[src/rtl/sa_matrix_streamer.sv]
// sa_matrix_streamer: buffers host A/B, streams them into the systolic array and captures the C rows it returns
module sa_matrix_streamer #(
  parameter int DATAWIDTH = 8,
  parameter int N_SIZE = 3,
  parameter int TIMEOUT = 4*N_SIZE+4
) (
  input  logic clk,
  input  logic rst_n,
  input  logic wr_en,
  input  logic wr_sel,
  input  logic [$clog2(N_SIZE)-1:0] wr_row,
  input  logic [$clog2(N_SIZE)-1:0] wr_col,
  input  logic [DATAWIDTH-1:0] wr_data,
  input  logic start,
  output logic busy,
  output logic done,
  output logic error,
  input  logic [$clog2(N_SIZE)-1:0] rd_row,
  input  logic [$clog2(N_SIZE)-1:0] rd_col,
  output logic [2*DATAWIDTH-1:0] rd_data,
  output logic sa_valid_in,
  output logic [N_SIZE*DATAWIDTH-1:0] sa_a_out,
  output logic [N_SIZE*DATAWIDTH-1:0] sa_b_out,
  input  logic sa_valid_out,
  input  logic [N_SIZE*2*DATAWIDTH-1:0] sa_c_in
);
  localparam int IW = $clog2(N_SIZE);
  localparam int TW = $clog2(TIMEOUT+1);
  localparam logic [IW:0] NL = (IW+1)'(N_SIZE);
  localparam logic [IW:0] NL1 = (IW+1)'(N_SIZE-1);
  localparam logic [IW-1:0] KL = IW'(N_SIZE-1);
  localparam logic [TW-1:0] TL1 = TW'(TIMEOUT-1);
  typedef enum logic [1:0] {IDLE, FEED, WAIT, DONE} state_t;
  state_t state, state_nx;
  logic [DATAWIDTH-1:0] a [N_SIZE][N_SIZE];
  logic [DATAWIDTH-1:0] b [N_SIZE][N_SIZE];
  logic [DATAWIDTH-1:0] a_nx [N_SIZE][N_SIZE];
  logic [DATAWIDTH-1:0] b_nx [N_SIZE][N_SIZE];
  logic [2*DATAWIDTH-1:0] c [N_SIZE][N_SIZE];
  logic [IW-1:0] k, kp;
  logic [IW:0] r;
  logic [TW-1:0] t;
  logic host, wr_ok, go, cap, to, beat;
  logic [N_SIZE*DATAWIDTH-1:0] a_beat, b_beat;

  assign busy = state == FEED || state == WAIT;
  assign done = state == DONE;
  assign host = state == IDLE || state == DONE;
  assign wr_ok = wr_en && host && {1'b0, wr_row} < NL && {1'b0, wr_col} < NL;
  assign go = start && host;
  assign cap = busy && sa_valid_out && r < NL;
  assign to = busy && r != NL && t == TL1 && !(cap && r == NL1);
  assign kp = k + 1'b1;
  assign beat = go || (state == FEED && state_nx == FEED);
  assign rd_data = ({1'b0, rd_row} < NL && {1'b0, rd_col} < NL) ? c[rd_row][rd_col] : '0;

  always_comb begin
    state_nx = go ? FEED : (busy && (r == NL || to)) ? DONE : (state == FEED && k == KL) ? WAIT : state;
  end

  always_comb begin
    a_nx = a;
    b_nx = b;
    a_beat = '0;
    b_beat = '0;
    if (wr_ok && !wr_sel) a_nx[wr_row][wr_col] = wr_data;
    if (wr_ok && wr_sel) b_nx[wr_row][wr_col] = wr_data;
    for (int i = 0; i < N_SIZE; i++) begin
      a_beat[i*DATAWIDTH +: DATAWIDTH] = go ? a_nx[i][0] : a[i][kp];
      b_beat[i*DATAWIDTH +: DATAWIDTH] = go ? b_nx[0][i] : b[kp][i];
    end
  end

  always_ff @(posedge clk or negedge rst_n) begin
    if (!rst_n) begin
      state <= IDLE;
      a <= '{default: '0};
      b <= '{default: '0};
      c <= '{default: '0};
      k <= '0;
      r <= '0;
      t <= '0;
      error <= 1'b0;
      sa_valid_in <= 1'b0;
      sa_a_out <= '0;
      sa_b_out <= '0;
    end else begin
      state <= state_nx;
      a <= a_nx;
      b <= b_nx;
      k <= go ? '0 : state == FEED ? kp : k;
      r <= go ? '0 : cap ? r + 1'b1 : r;
      t <= go ? '0 : busy ? t + 1'b1 : t;
      error <= go ? 1'b0 : to ? 1'b1 : error;
      sa_valid_in <= beat;
      sa_a_out <= beat ? a_beat : '0;
      sa_b_out <= beat ? b_beat : '0;
      if (go) c <= '{default: '0};
      else if (cap)
        for (int m = 0; m < N_SIZE; m++) c[r[IW-1:0]][m] <= sa_c_in[m*2*DATAWIDTH +: 2*DATAWIDTH];
    end
  end
endmodule

[config.mk]
export PLATFORM = sky130hd
export DESIGN_NAME = sa_matrix_streamer
export DESIGN_NICKNAME = d
export VERILOG_FILES = /design/src/rtl/sa_matrix_streamer.sv
export SDC_FILE = /design/constraint.sdc
export NUM_CORES = 1
export LEC_CHECK = 0
export BUFFER_PORTS_ARGS = -buffer_cell sky130_fd_sc_hd__buf_2
export CORE_MARGIN = 4
export CORE_UTILIZATION = 27
export CTS_CLUSTER_SIZE = 20
export DETAILED_ROUTE_END_ITERATION = 6
export PLACE_DENSITY_LB_ADDON = 0.08
export SYNTH_ARGS = -nofsm -noshare
export SYNTH_HDL_FRONTEND = slang
export SYNTH_SLANG_ARGS = --single-unit
[constraint.sdc]
create_clock -name clk -period 4.3 [get_ports clk]
set_input_delay 0.215 -clock clk [delete_from_list [all_inputs] [get_ports clk]]
set_output_delay 0.215 -clock clk [all_outputs]
set_load 0.01 [all_outputs]
* Word-level counts from Yosys, hierarchy flattened
Cells that the tools add are included.
Word-level totals: register bits after elaboration 350, bits in latches 0, bits in writable memories 0, bits in read-only memories 0, input bits 70, output and inout port bits 68, word-level logic and storage cells 154, memories 0
Operators by class: $add $sub $neg 3, $mul 0, div/mod/pow operators 0, $lt $le $gt $ge 14, equality and inequality tests 9, shift-type cells 0, muxes and demuxes 57, bitwise logic cells 6, reductions and logical operators 30
Operator list (count):
- bitwise mux 144 bit | 3
- demux 48 bit (select 2 bit) | 3
- 2-to-1 mux 144 bit | 2
- bitwise mux 72 bit | 2
- 2-to-1 mux 48 bit | 3
- 2-to-1 mux 72 bit | 2
- 2-to-1 mux 24 bit | 5
- 2-to-1 mux 8 bit | 13
- binary-select mux 48 bit (select 2 bit) | 1
- 2-to-1 mux 16 bit | 4
- binary-select mux 24 bit (select 2 bit) | 1
- binary-select mux 8 bit (select 2 bit) | 3
- demux 24 bit (select 2 bit) | 1
- binary-select mux 16 bit (select 2 bit) | 1
- 2-to-1 mux 32 bit | 1
- logical AND 1 bit | 19
- greater-or-equal comparator 3 bit (second input constant) | 6
- NOT 2 -> 3 bit | 6
- demux 8 bit (select 2 bit) | 1
- 2-to-1 mux 2 bit | 5
- 2-to-1 mux 5 bit | 2
- < comparator 3 x 1 -> 1 bit (second input constant) | 3
- < comparator 2 bit (second input constant) | 4
- nonzero test 2 bit | 4
- other kinds (14) | 24

* Logic depth before layout (Yosys ltp)
Gate-level depths: netlist of the first run.
depth in word-level cells 15, mapped depth 11, mapped depth without buffers 7

* Worst setup path after synthesis of the first run
OpenSTA, ideal clock, no wires.
path kind flip-flop to flip-flop, start register k[0], end register sa_b_out[19], library setup time 142 ps, arrival time 2173 ps, data required time 4158 ps, path slack 1985 ps, stages on the path, launching flop included 10, path buffers 4, clock period less this slack 2315 ps, cells stage by stage dfrtp_1 > clkbuf_1 > inv_2 > buf_1 > ha_1 > clkbuf_1 > buf_2 > mux2_2 > a221oi_1 > a211oi_1
On the way: cells in the longest elaborated chain, start to end 9, elaborated cells between the ends (all ways) 15, classes of those cells add/sub (1); eq/ne (2); mux (8); bitwise (1); reduce/logical (3)
Ends and longest elaborated chain:
- start, declared | line 40 | logic [IW-1:0] k, kp;
- start signal, assigned | line 91 | k <= go ? '0 : state == FEED ? kp : k;
- parallel branches: the longest is 8 deep, another holds adder 2 x 1 -> 2 bit
- 2-to-1 mux 24 bit (*) | line 97 | sa_b_out <= beat ? b_beat : '0;
- end signal, assigned | line 97
- end, declared | line 23 | output logic [N_SIZE*DATAWIDTH-1:0] sa_b_out,
Every way passes the cells marked *. The select of a mux whose other input is x is not followed. A chain may end at the register's enable or synchronous reset.

* Final worst setup path of the first run
start input rd_row[1], end output rd_data[8]
On the way: cells in the longest elaborated chain, start to end 8, elaborated cells between the ends (all ways) 10, classes of those cells order compare (1); mux (7); bitwise (1); reduce/logical (1)
Ends and longest elaborated chain:
- start, declared | line 18 | input logic [$clog2(N_SIZE)-1:0] rd_row,
- NOT 2 -> 3 bit (implied by the code) | line 55 | assign rd_data = ({1'b0, rd_row} < NL && {1'b0, rd_col} < NL) ? c[rd_row][rd_col] : '0;
- binary-select mux 48 bit (select 2 bit) | line 55
- 2-to-1 mux 48 bit (implied by the code) (2 in a row) | line 55
- binary-select mux 16 bit (select 2 bit) | line 55
- 2-to-1 mux 16 bit (implied by the code) (2 in a row) | line 55
- 2-to-1 mux 16 bit (*) | line 55
- end, declared | line 20 | output logic [2*DATAWIDTH-1:0] rd_data,
Every way passes the cells marked *; elsewhere a longest branch is shown, timed or not. The select of a mux whose other input is x is not followed.

==> results of run 1 <==
## stage by stage
| stage | util, % | setup WS [ns] | std cells |
|---|---|---|---|
| after floorplan | - | 1.986 | 1508 |
| after global placement | 29.86 | 1.590 | 2315 |
| after detailed placement | 29.86 | 1.564 | 2315 |
| after CTS | 33.01 | 1.557 | 2440 |
| after global routing | 33.01 | 1.394 | 2440 |
| final | 33.02 | 1.582 | 2443 |
## power breakdown
part / internal [mW] / leakage, nW / switching [mW]
clock network: 2.02 / 0.659 / 1.43
registers: 4.25 / 4.75 / 0.514
logic: 1.46 / 3.59 / 2.49
## worst max path at each step
stage	from	to	slack, ns	cells past startpoint
after CTS	state[0]$_DFF_PN0_	b[44]$_DFFE_PN0P_	1.56	6
after floorplan	k[0]$_DFFE_PN0P_	sa_b_out[19]$_DFF_PN0_	1.99	9
after detailed placement	state[0]$_DFF_PN0_	b[44]$_DFFE_PN0P_	1.56	6
after global routing	state[0]$_DFF_PN0_	b[40]$_DFFE_PN0P_	1.39	6
after global placement	state[0]$_DFF_PN0_	a[51]$_DFFE_PN0P_	1.59	6
final	rd_row[1]	rd_data[8]	1.58	7
## sequential cells by signal (all words and copies together), names as in the netlist
signal	cells
state	2
t	5
k	2
b	72
error	1
r	3
sa_a_out	24
sa_valid_in	1
c	144
sa_b_out	24
a	72
## metal layers
metal / part of all wire (%) / track usage [%] / up-vias / wire length, um
met3: 4.0 / 2.637 / 73 / 2187
met1: 44 / 22.12 / 6122 / 23950
met2: 49 / 29.16 / 275 / 26710
li1: - / - / 5595 / -
met5: 0.013 / 0 / - / 7
met4: 2.4 / 4.787 / 2 / 1304
## cell type report
type,instances,area [sq um]
inverter,36,135.1
clock inverter,9,48.80
timing repair buffer,215,1456
multi-input combinational,999,6487
antenna,3,7.507
clock buffer,66,1272
tap,765,957.2
sequential,350,8758
fill,6042,38790
## critical path: cells and delay by family
kind	cells	cell delay, ns
buffers and inverters	4	1.71
AOI/OAI and AO/OA	3	0.56
## cells in the final DEF (no fill, tap or decap), drive strengths merged, types with 2 or more instances in the layout
cell type	instances
dfrtp	350
nor2	52
a31oi	3
nand3	8
nand4	7
nand2	298
clkinv	9
mux2i	50
o31a	9
buf	165
inv	36
diode	3
o31ai	2
nor3	10
nand2b	3
dlygate4sd3	50
nor2b	5
or3	17
o211a	7
and3	3
a21oi	187
xnor2	2
o221ai	16
mux2	144
a221oi	22
and4	2
o2bb2ai	26
o22ai	33
o21ai	30
ha	10
nand3b	3
a22o	9
a211oi	31
clkbuf	66
## cell families after synthesis
kind of cell	after synthesis
fa+ha+maj	10
buf+inv	159
xor+xnor	2
simple gates	415
mux	194
flops	350
compound gates	378
==> results_dict.tcl, run 1 <==
set metrics [dict create \
    final_hold_viol_count 0 \
    timing.fmax_mhz 367.9 \
    peakVddDrop_v 0.0003392 \
    period_minus_slack_ns 2.718 \
    gp_congestion 0.7504 \
    routed_via_density 4.939 \
    r2r_end "b[44]$_DFFE_PN0P_" \
    dpl.hpwl_um 32320 \
    clkTransAtPathRegs_ns 0.06 \
    yosysTopAreaCellShare_pct 55.15 \
    netlist_area_sq_um 15880 \
    outcome "completed" \
    track_usage_pct 16.92 \
    layout-drive-gt1-share_pct 23.94 \
    r2r_slack_ns 1.59 \
    synth_largest_area_cell "dfrtp_1" \
    route.vias.total 12070 \
    cts_root_buf "clkbuf_16" \
    hold_path_end "r[2]$_DFFE_PN0P_" \
    cap_viol_max_count 0 \
    ys_top_cells_by_area "dfrtp_1, mux2_2, nand2_1" \
    avgSynthCellArea_sq_um 10.53 \
    yosys_register_bits 350 \
    synth_top_family_by_area "compound AO/OA/AOI/OAI gates" \
    cp.arrival_ns 2.50 \
    grt-ovfl-total 0 \
    cts_tree "done" \
    crit_slowest_cell "clkinv_1" \
    ys_seq_area_share_pct 55.15 \
    place_area_sq_um 17290 \
    power_leakage_nw 9.004 \
    path_class "primary input to primary output" \
    ant_nets 0 \
    min_path_cells 4 \
    min_period_over_period_pct 63.22 \
    maxSlewHeadroom_pct 36.23 \
    ff2ff_path_depth 6 \
    hold_buffers 50 \
    cp-start-kind "primary input" \
    ioPinCount 138 \
    powerDensity_nw_per_um2 636.5 \
    rsz0062_at_grt "no" \
    clkSinkCount 350 \
    synth-xor-area-share_pct 0.1103 \
    die_y_um 250.5 \
    cp-end-kind "primary output" \
    hp-start "sa_valid_out" \
    post_drt_wl_per_cell_um 22.17 \
    worstPathCellList "buf_2 > clkinv_1 > buf_4 > o22ai_1 > a22o_1 > a211oi_1 > buf_2" \
    ys_dominant_reg_cell "dfrtp_1" \
    synthSimpleGateAreaFrac_pct 11.47 \
    yosysMostFrequentCell "dfrtp_1" \
    fin_area_sq_um 19120 \
    drt_first_pass_iters 5 \
    async_reset_ff_share_pct 100.0 \
    area_growth_syn_to_layout_pct 20.42 \
    clock_tree.buffer_depth 3 \
    worst_hold_slack_ns 0.1835 \
    drtIter0Drc 647 \
    fp.coreArea_sq_um 57920 \
    initial_core_util_pct 27.42 \
    synth_edf_count 0 \
    clock_latency_ns 0.56 \
    grt_pass1_vias 12500 \
    synthAdderAreaFrac_pct 0.7879 \
    slowest_delay_ns 0.67 \
    worstPathMaxFanout 26 \
    crit_top_cell "buf_2" \
    grt_first_pass_wirelength_um 82030 \
    wl_um 54150 \
    synth_compound_area_share_pct 14.95 \
    tns_ns 0 \
    postCtsSetupRepairBufs 0 \
    slew_violations 0 \
    total_power_mw 12.17 \
    min_path_type "primary input to flop" \
    fin_skew_ns 0.009551 \
    required_ns 4.09 \
    cts_resized 0 \
    cts_buffers 43 \
    synthMuxAreaShare_pct 13.36 \
    rows 88 \
    setup_viol 0 \
    antenna_found_initial 4 \
    syn_nets 1588 \
    synth_commonest_cells "dfrtp_1, nand2_1, a21oi_1, mux2_2, clkbuf_1" \
    port_buffers 137 \
    ys_types 53 \
    h-tree-depth 2 \
    synth_cells 1508 \
    die_w_um 250.5 \
    yosys_warnings 0 \
    drcViolationCount 0 \
    grt_max_degree 93 \
    r2r_start "state[0]$_DFF_PN0_" \
    nets 1725 \
    worst_pin_slew_ns 0.9529 \
    design.die.area_sq_um 62760 \
]
Power figures use the tool's default switching activity.
==> inputs of run 2 (changes only) <==
==> constraint.sdc (replaced) <==
create_clock -name clk -period 2.35 [get_ports clk]
set_input_delay 0.1175 -clock clk [delete_from_list [all_inputs] [get_ports clk]]
set_output_delay 0.1175 -clock clk [all_outputs]
set_load 0.01 [all_outputs]
==> results_dict.tcl, run 2 (same netlist as run 1, synthesis figures left out) <==
set metrics [dict create \
    crit_slowest_cell "dfrtp_1" \
    port_buffers 137 \
    layout-drive-gt1-share_pct 25.79 \
    slew_violations 0 \
    rows 88 \
    clkSinkCount 350 \
    area_growth_syn_to_layout_pct 24.63 \
    ant_nets 0 \
    outcome "completed" \
    reg_top3 "c: 144 flops, a: 72 flops, b: 72 flops" \
    worst_hold_slack_ns 0.04799 \
    die_w_um 250.5 \
    tns_ns 0 \
    drcViolationCount 0 \
    crit_family "buffers and inverters" \
    maxSlewHeadroom_pct 43.52 \
    slowest_delay_ns 0.42 \
    clock_latency_ns 0.57 \
    routed_via_density 4.909 \
    dpl.hpwl_um 33490 \
    path_class "flop to flop" \
    antenna_cells 0 \
    cts_root_buf "clkbuf_16" \
    postCtsSetupRepairBufs 0 \
    ioPinCount 138 \
    final_cells 2483 \
    top_usage_layer "met2" \
    post-route-util_pct 34.17 \
    use_met3_pct 2.565 \
    post_drt_wl_per_cell_um 22.13 \
    cap_viol_max_count 0 \
    required_ns 2.77 \
    design.die.area_sq_um 62760 \
    cp_num_buf_inv 3 \
    peakVddDrop_v 0.0005984 \
    worst_pin_slew_ns 0.8440 \
    cp-end-kind "flop" \
    cp.arrival_ns 2.64 \
    crit_top_cell "buf_12" \
    power_leakage_nw 9.326 \
    worstPathCellList "ha_1 > buf_4 > and2_4 > buf_12 > buf_12 > a21oi_1" \
    n_fill_cell 5979 \
    gp_congestion 0.7354 \
    route.vias.total 12190 \
    largest_reg_flops 144 \
    min_period_over_period_pct 94.66 \
    clock_tree.buffer_depth 3 \
    cts_tree "done" \
    final_hold_viol_count 0 \
    fin_skew_ns 0.03406 \
    grt_first_pass_wirelength_um 84530 \
    track_usage_pct 17.33 \
    cts_buffers 45 \
    worstPathMaxFanout 42 \
    antenna_found_initial 1 \
    grtUsageMet2_pct 30.56 \
    grt.met1_usage_pct 22.42 \
    min_path_type "primary input to async pin" \
    setup_viol 0 \
    fp.coreArea_sq_um 57920 \
    final_common_cell "dfrtp_1" \
    powerDensity_nw_per_um2 1171 \
    clkTransAtPathRegs_ns 0.06 \
    die_y_um 250.5 \
    drtIter0Drc 626 \
    drt_first_pass_iters 5 \
    timing.fmax_mhz 449.6 \
    nets 1765 \
    final_cell_mix "dfrtp_1, nand2_1, a21oi_1, mux2_2, buf_2" \
    wl_um 54960 \
    rsz0062_at_grt "no" \
    grt_pass1_vias 13190 \
    dpl.cell_count 2353 \
    grt-ovfl-total 0 \
    grt_max_degree 67 \
    cp-start-kind "flop" \
    h-tree-depth 2 \
    initial_core_util_pct 27.42 \
    top_register "c" \
    period_minus_slack_ns 2.224 \
]
-- run 2: changes by cell type in the layout (fill, tap and decap cells not counted), sizes merged --
cell	previous run	this run
buf	165	203
bufinv	0	1
clkbuf	66	71
clkinv	9	8
clkinvlp	0	1
diode	3	0
inv	36	35
-- run 2: power by group --
group | switching (mW) | internal [mW] | leakage [nW] | total, mW
combinational | 4.69 | 3.04 | 3.86 | 7.73
clock | 2.69 | 4.05 | 0.707 | 6.73
sequential | 0.931 | 7.77 | 4.75 | 8.71
total | 8.31 | 14.9 | 9.33 | 23.2
-- run 2: stage by stage --
stage                     instance area [sq um]  power (mW)  setup WS (ns)
after floorplan                           15880       13.44        0.03550
after global placement                    17850       16.53        0.07203
after detailed placement                  17850       16.63         0.1199
after CTS                                 19790       23.61        0.09332
after global routing                      19790       24.70       0.003909
final                                     19790       23.17         0.1256
-- run 2: layer usage --
metal  share of wire, %  up-vias
met4                2.1        0
li1                   -     5663
met2                 50      219
met1                 45     6240
met5                  0        -
met3                3.3       68
-- run 2: worst register-to-register path: stages, from the launching register on --
cell,delay (ns)
dfrtp_1,0.42
ha_1,0.42
buf_4,0.23
and2_4,0.34
buf_12,0.31
buf_12,0.28
a21oi_1,0.09
-- run 2: worst paths after layout --
check,from,endpoint,slack [ns],cells past startpoint
max in group asynchronous,rst_n,state[1]$_DFF_PN0_,1.53,3
setup / recovery,state[0]$_DFF_PN0_,c[105]$_DFFE_PN0P_,0.13,6
hold / removal,rst_n,c[82]$_DFFE_PN0P_,0.05,2
min in group clk,wr_en,a[58]$_DFFE_PN0P_,0.10,3
hold reg to reg,t[3]$_DFFE_PN0P_,t[3]$_DFFE_PN0P_,0.47,1
setup reg to reg,state[0]$_DFF_PN0_,c[105]$_DFFE_PN0P_,0.13,6
-- run 2: cell type report --
cell class / instances / area (sq um) / share of cell area, %
sequential: 350 / 8758 / 44.25
multi-input combinational: 999 / 6485 / 32.77
timing repair buffer: 253 / 2017 / 10.19
clock buffer: 71 / 1355 / 6.847
tap: 765 / 957.2 / 4.836
inverter: 36 / 135.1 / 0.6828
clock inverter: 9 / 83.83 / 0.4236
-- run 2: what timing repair did --
action / in CTS / in global routing
endpoints found under the setup margin: 0 / 1
gates resized for setup: 0 / 1
hold buffers: 50 / 0
endpoints found under the hold margin: 496 / 0
